**config.mk**
```make
export PLATFORM = sky130hd
export DESIGN_NAME = pipeline_hazard_ctrl
export DESIGN_NICKNAME = d
export VERILOG_FILES = /design/src/rtl/pipeline_hazard_ctrl.sv
export SDC_FILE = /design/constraint.sdc
export NUM_CORES = 1
export LEC_CHECK = 0
export BUFFER_PORTS_ARGS = -buffer_cell sky130_fd_sc_hd__buf_2
export CAP_MARGIN = 10
export CELL_PAD_IN_SITES_DETAIL_PLACEMENT = 0
export CELL_PAD_IN_SITES_GLOBAL_PLACEMENT = 1
export CORE_MARGIN = 4
export CORE_UTILIZATION = 23
export CTS_BUF_LIST = sky130_fd_sc_hd__clkbuf_8
export DETAILED_ROUTE_END_ITERATION = 12
export PLACE_DENSITY = 0.81
export SYNTH_ARGS = -nofsm -noshare
export SYNTH_HDL_FRONTEND = slang
export SYNTH_SLANG_ARGS = --single-unit
```
**constraint.sdc**
```tcl
create_clock -name clk -period 1.39 [get_ports clk]
set_clock_uncertainty 0.1 [all_clocks]
set_input_delay 0.2085 -clock clk [delete_from_list [all_inputs] [get_ports clk]]
set_output_delay 0.2085 -clock clk [all_outputs]
set_load 0.005 [all_outputs]
```
**src/rtl/pipeline_hazard_ctrl.sv**
```systemverilog
// Hazard/sequencing controller for the 5-stage forwarding pipeline: load-use stalls,
// EX redirects, multi-cycle MUL occupancy and EX forwarding selects. Optional PERF_CNT_EN.
module pipeline_hazard_ctrl #(
  parameter int unsigned REG_W   = 5,
  parameter int unsigned MUL_LAT = 4,
  parameter int unsigned CNT_W   = 16
) (
  input  logic             clk,
  input  logic             rst,
  input  logic [REG_W-1:0] id_rs,
  input  logic [REG_W-1:0] id_rt,
  input  logic             id_uses_rt,
  input  logic [REG_W-1:0] ex_rs,
  input  logic [REG_W-1:0] ex_rt,
  input  logic [REG_W-1:0] ex_rd,
  input  logic             ex_memRead,
  input  logic             ex_is_mul,
  input  logic             ex_redirect,
  input  logic [REG_W-1:0] mem_rd,
  input  logic             mem_wen,
  input  logic [REG_W-1:0] wb_rd,
  input  logic             wb_wen,
  output logic             pc_en,
  output logic             ifid_en,
  output logic             ifid_flush,
  output logic             idex_en,
  output logic             idex_flush,
  output logic             exmem_flush,
  output logic [1:0]       fwd_a,
  output logic [1:0]       fwd_b,
  output logic             mul_busy,
  output logic             mul_done
`ifdef PERF_CNT_EN
  ,
  output logic [CNT_W-1:0] stall_cycles,
  output logic [CNT_W-1:0] flush_count
`endif
);

  localparam int unsigned MCW = $clog2(MUL_LAT) + 1;
  localparam logic [MCW-1:0] LAST = MCW'(MUL_LAT - 1);
  localparam bit MUL_EN = (MUL_LAT > 1);

  typedef enum logic {RUN, MUL_WAIT} state_t;

  state_t         state, state_nx;
  logic [MCW-1:0] cnt, cnt_nx;
  logic           mul_stall;
  logic           load_use;
  logic           redirect_cyc;

  assign load_use = ex_memRead && (ex_rd != '0) &&
                    ((ex_rd == id_rs) || (id_uses_rt && (ex_rd == id_rt)));

  always_ff @(posedge clk) begin
    if (rst) begin
      state <= RUN;
      cnt   <= '0;
    end else begin
      state <= state_nx;
      cnt   <= cnt_nx;
    end
  end

  always_comb begin
    state_nx     = state;
    cnt_nx       = cnt;
    mul_stall    = 1'b0;
    mul_done     = 1'b0;
    redirect_cyc = 1'b0;
    pc_en        = 1'b1;
    ifid_en      = 1'b1;
    idex_en      = 1'b1;
    ifid_flush   = 1'b0;
    idex_flush   = 1'b0;
    exmem_flush  = 1'b0;

    case (state)
      RUN: begin
        if (ex_is_mul) begin
          if (MUL_EN) begin
            mul_stall = 1'b1;
            state_nx  = MUL_WAIT;
            cnt_nx    = MCW'(1);
          end else begin
            mul_done = 1'b1;
          end
        end
      end
      MUL_WAIT: begin
        if (cnt < LAST) begin
          mul_stall = 1'b1;
          cnt_nx    = cnt + MCW'(1);
        end else begin
          mul_done = 1'b1;
          state_nx = RUN;
          cnt_nx   = '0;
        end
      end
      default: begin
        state_nx = RUN;
        cnt_nx   = '0;
      end
    endcase

    // Priority chain: reset overrides the FSM-derived stall, which overrides redirect/load-use.
    if (rst) begin
      mul_stall   = 1'b0;
      mul_done    = 1'b0;
      pc_en       = 1'b0;
      ifid_en     = 1'b0;
      idex_en     = 1'b0;
      ifid_flush  = 1'b1;
      idex_flush  = 1'b1;
      exmem_flush = 1'b1;
    end else if (mul_stall) begin
      pc_en       = 1'b0;
      ifid_en     = 1'b0;
      idex_en     = 1'b0;
      exmem_flush = 1'b1;
    end else if (ex_redirect) begin
      redirect_cyc = 1'b1;
      ifid_flush   = 1'b1;
      idex_flush   = 1'b1;
    end else if (load_use) begin
      pc_en      = 1'b0;
      ifid_en    = 1'b0;
      idex_flush = 1'b1;
    end
  end

  assign mul_busy = mul_stall;

  always_comb begin
    fwd_a = 2'b00;
    fwd_b = 2'b00;
    if (!rst) begin
      if (mem_wen && (mem_rd != '0) && (mem_rd == ex_rs))
        fwd_a = 2'b10;
      else if (wb_wen && (wb_rd != '0) && (wb_rd == ex_rs))
        fwd_a = 2'b01;
      if (mem_wen && (mem_rd != '0) && (mem_rd == ex_rt))
        fwd_b = 2'b10;
      else if (wb_wen && (wb_rd != '0) && (wb_rd == ex_rt))
        fwd_b = 2'b01;
    end
  end

`ifdef PERF_CNT_EN
  always_ff @(posedge clk) begin
    if (rst) begin
      stall_cycles <= '0;
      flush_count  <= '0;
    end else begin
      if (!pc_en && (stall_cycles != '1))
        stall_cycles <= stall_cycles + CNT_W'(1);
      if (redirect_cyc && (flush_count != '1))
        flush_count <= flush_count + CNT_W'(1);
    end
  end
`endif

endmodule

```
After elaboration in Yosys (flattened, before gate mapping)
Index checks and enable logic that the tools add are counted.
{"block": "word_totals", "reg_bits": 4, "inputBits": 43}
{"block": "classes", "n_reduce_logical": 13, "mux": 31, "add_sub_neg": 1, "eq_ne": 7, "n_bitwise": 1, "magnitude_cmp": 1}
{"cell": "$eq A5 B5 Y1", "count": 6}
{"cell": "$mux W1", "count": 22}
{"cell": "$reduce_bool A5 Y1", "count": 3}
{"cell": "$logic_and A1 B1 Y1", "count": 9}
{"cell": "$mux W2", "count": 4}
{"cell": "$mux W3", "count": 2}
{"cell": "$pmux W3 S2", "count": 1}
{"cell": "$pmux W1 S2", "count": 2}
{"cell": "$add A3 B1 Y3 const B", "count": 1}
{"cell": "$lt A3 B2 Y1 const B", "count": 1}
{"cell": "$ne A2 B2 Y1 const B", "count": 1}
{"cell": "$logic_or A1 B1 Y1", "count": 1}
{"cell": "$not A1 Y1", "count": 1}

Longest topological paths before layout
{"block": "logic_depth", "depth_word": 8, "mapped_depth": 5}

Worst setup path after synthesis
No wires, ideal clock.
{"block": "synth_path", "path_kind": "input port to output port", "from": "input port mem_rd[1]", "to": "output port fwd_a[0]", "arrival_ns": 1.277, "setup_slack_ns": -0.196, "cell_stages": 4, "n_path_buf": 0, "cell_sequence": "or4_1 o21ai_2 nor3_1 nor4_2"}
{"block": "synth_between", "elab_chain_cells": 5, "word_cells_on_any_way": 6, "classes_between": "eq/ne (1); mux (2); reduce/logical (3)"}
{"element": "start, declared", "line_no": "19", "source": "input logic [REG_W-1:0] mem_rd,"}
{"element": "$reduce_bool A5 Y1", "line_no": "138", "source": "if (mem_wen && (mem_rd != '0) && (mem_rd == ex_rs))"}
{"element": "$logic_and A1 B1 Y1", "line_no": "138"}
{"element": "$logic_and A1 B1 Y1 *", "line_no": "138"}
{"element": "$mux W2 *", "line_no": "138"}
{"element": "$mux W2 *", "line_no": "137", "source": "if (!rst) begin"}
{"element": "end, declared", "line_no": "29", "source": "output logic [1:0] fwd_a,"}
Mark *: on every way between the ends. The rest lies on a longest branch, timed or not.

Final worst setup path
{"block": "layout_path", "from": "input port wb_rd[2]", "to": "output port fwd_a[0]"}
{"block": "layout_between", "elab_chain_cells": 6, "word_cells_on_any_way": 7, "classes_between": "eq/ne (1); mux (3); reduce/logical (3)"}
{"element": "start, declared", "line_no": "21", "source": "input logic [REG_W-1:0] wb_rd,"}
{"element": "$reduce_bool A5 Y1", "line_no": "140", "source": "else if (wb_wen && (wb_rd != '0) && (wb_rd == ex_rs))"}
{"element": "$logic_and A1 B1 Y1", "line_no": "140"}
{"element": "$logic_and A1 B1 Y1 *", "line_no": "140"}
{"element": "$mux W1 *", "line_no": "140"}
{"element": "$mux W2 *", "line_no": "138"}
{"element": "$mux W2 *", "line_no": "137"}
Marks and branches as above.

==> qor.csv <==
metric,value,unit
crit_path_end_kind,primary output,
drive_above_1_share,67.9,%
ctsHoldBuffers,0,
routedWlPerCell,13.1,um
drt_first_pass_iters,4,
drtIter0Drc,28,
criticalPathCategory,primary input to primary output,
fmax,0.575,GHz
clock_latency,220,ps
status,"complete, but fails checks",
cp_data_arrival_time,1430,ps
hold_violations,0,
setup_viol,10,
root_buffer,clkbuf_8,
synthFlopType,dfxtp_1,
areaGrowthSynthToFinish,116,%
path_delay_family,simple AND/OR/NAND/NOR gates,
violations,negative setup slack,
path_cells,buf_6 -> or4_4 -> o211ai_1 -> or4_4 -> nor4_4 -> buf_2,
grt_max_degree,9,
leakagePower,0.000634,uW
synth.avg_cell_area,8.13,um^2
gp_congestion,0.798,
slew-limit-headroom,77.0,%
critPathBufInv,2,
synth_top_cell_area_share,26.2,%
synthTopCellsByCount,"xor2_1 (19), xnor2_1 (11), nor2_1 (5), or4_1 (5), dfxtp_1 (4)",
synth-simple-area-share,24.1,%
seq_area_frac_synth,12.6,%
initial_core_util,24.9,%
design.die.area,3660,um^2
die_h,60.5,um
ys_async_sr_fraction,0,%
numCtsBuffers,3,
cpMostUsedCell,or4_4,
required,1080,ps
grt_pass1_wl,3800,um
rows,18,
slew_violations,0,
path_clk_slew,30,ps
portBuffers,54,
worstPathMaxFanout,3,
die_w,60.5,um
drc,0,
ys_types,25,
gr-total-overflow,0,
first_global_vias,938,
antenna_cells,0,
synthXorXnorAreaFrac,41.4,%
yosysWarnings,0,
yosys.area_share.adder,1.97,%
start_kind,primary input,
syn-instance-count,78,
yosysTopAreaCell,xor2_1,
placed_cell_area,1120,um^2
hpwl,2030,um
h-tree-depth,1,
synth_most_common_cell,xor2_1,
synth_area_leaders,"xor2_1 (26%), xnor2_1 (15%), dfxtp_1 (13%)",
synth_compound_area_share,15.4,%
syn_nets,122,
synth_edf_count,0,
num_vias,883,
cellPowerDensity,534,nW/um^2
hold_path_class,primary input to register,
design.portCount,55,
ant_nets,0,
fin_area,1370,um^2
ir_drop,0.000421,V
crit_path_top_delay_cell,or4_4,
cts_tree,yes,
synth_top_family_by_area,XOR/XNOR gates,
synthMuxAreaShare,1.58,%
grt_usage,13.7,%
core-area,2540,um^2
preCtsSetupSlack,-379,ps
grt_antenna_before_repair,0,
worstMarginPinSlew,342,ps
via_per_inst,4.67,
slowest_delay,520,ps
min_period,1740,ps
rsz0062_at_grt,yes,
maxCapViolCount,0,
nNetsFinal,205,
cts_sinks,4,
syn_area,634,um^2
cts_buffer_depth,2,
layout_setup_ws,-350,ps
ys_ff_latch,4,
totalWireLength,2480,um
finalCritPeriodShare,125,%
fin_util,53.9,%
-- final timing paths --
path	cells after the start	startpoint	slack, ps	end
min	3	ex_is_mul	240	state
min reg2reg	2	state	470	state
max	6	wb_rd[2]	-350	fwd_a[0]
max reg2reg	4	cnt[0]	30	cnt[0]
-- layout by cell type, fill, tap and decap left out --
| cell type | count |
|---|---|
| a21o_1 | 1 |
| a21oi_2 | 1 |
| a21oi_4 | 1 |
| a32oi_1 | 3 |
| buf_2 | 41 |
| buf_4 | 25 |
| buf_6 | 14 |
| clkbuf_8 | 3 |
| dfxtp_2 | 4 |
| ha_4 | 1 |
| inv_2 | 1 |
| inv_4 | 1 |
| mux2i_2 | 1 |
| nand2_1 | 2 |
| nand2_4 | 1 |
| nand3_1 | 2 |
| nor2_1 | 5 |
| nor3_1 | 2 |
| nor3_2 | 1 |
| nor3b_2 | 1 |
| nor4_2 | 3 |
| nor4_4 | 2 |
| o211ai_1 | 2 |
| o21ai_1 | 1 |
| o21ai_4 | 1 |
| o21bai_1 | 2 |
| o311a_1 | 1 |
| or3b_2 | 1 |
| or4_4 | 5 |
| xnor2_1 | 11 |
| xor2_1 | 19 |
-- stage by stage --
step / hold slack [ps] / power (uW) / instances / setup TNS, ps
after floorplan: 283 / 256 / 78 / -364
after global placement: 408 / 416 / 185 / -2240
after detailed placement: 426 / 423 / 185 / -2260
after CTS: 215 / 708 / 189 / -2170
after global routing: 268 / 781 / 189 / -2700
final: 242 / 732 / 189 / -2100
-- repair_timing --
item / CTS / global route
buffers inserted: 1 / 0
pin swaps: 10 / 8
setup endpoints to repair: 12 / 14
resized for setup: 28 / 16
hold endpoints to repair: 0 / 0
-- routing by layer --
metal	vias up	share of wire (%)	global-route usage [%]
li1	447	-	-
met1	406	37	16.5
met2	27	57	25.0
met3	3	5.2	1.49
met4	0	0.85	4.64
met5	-	0	0
-- worst min-delay path, stage by stage --
cell	delay, ps
buf_2	110
mux2i_2	90
nor2_1	110
-- cell families (layout without fill, tap and decap cells) --
group           after synthesis  after routing
fa+ha+maj                     1              1
simple gates                 25             25
mux                           1              1
buf+inv                       4             85
flops                         4              4
compound gates               13             13
xor+xnor                     30             30
-- flip-flops by register name, summed over array words and instances (netlist names) --
register,count
cnt,3
state,1
-- cell type report --
| type | instances | area [um^2] |
|---|---|---|
| inverters | 2 | 10.0 |
| flip-flops and latches | 4 | 85.1 |
| multi-input cells | 70 | 647 |
| well taps | 30 | 37.5 |
| fillers | 267 | 1170 |
| repair buffers | 80 | 551 |
| clock buffers | 3 | 41.3 |
-- report_power, final --
group          internal, uW  switching, uW
clock                   184           57.7
combinational           205            154
sequential              124           7.15
total                   513            219
Power figures use the tool's default switching activity.
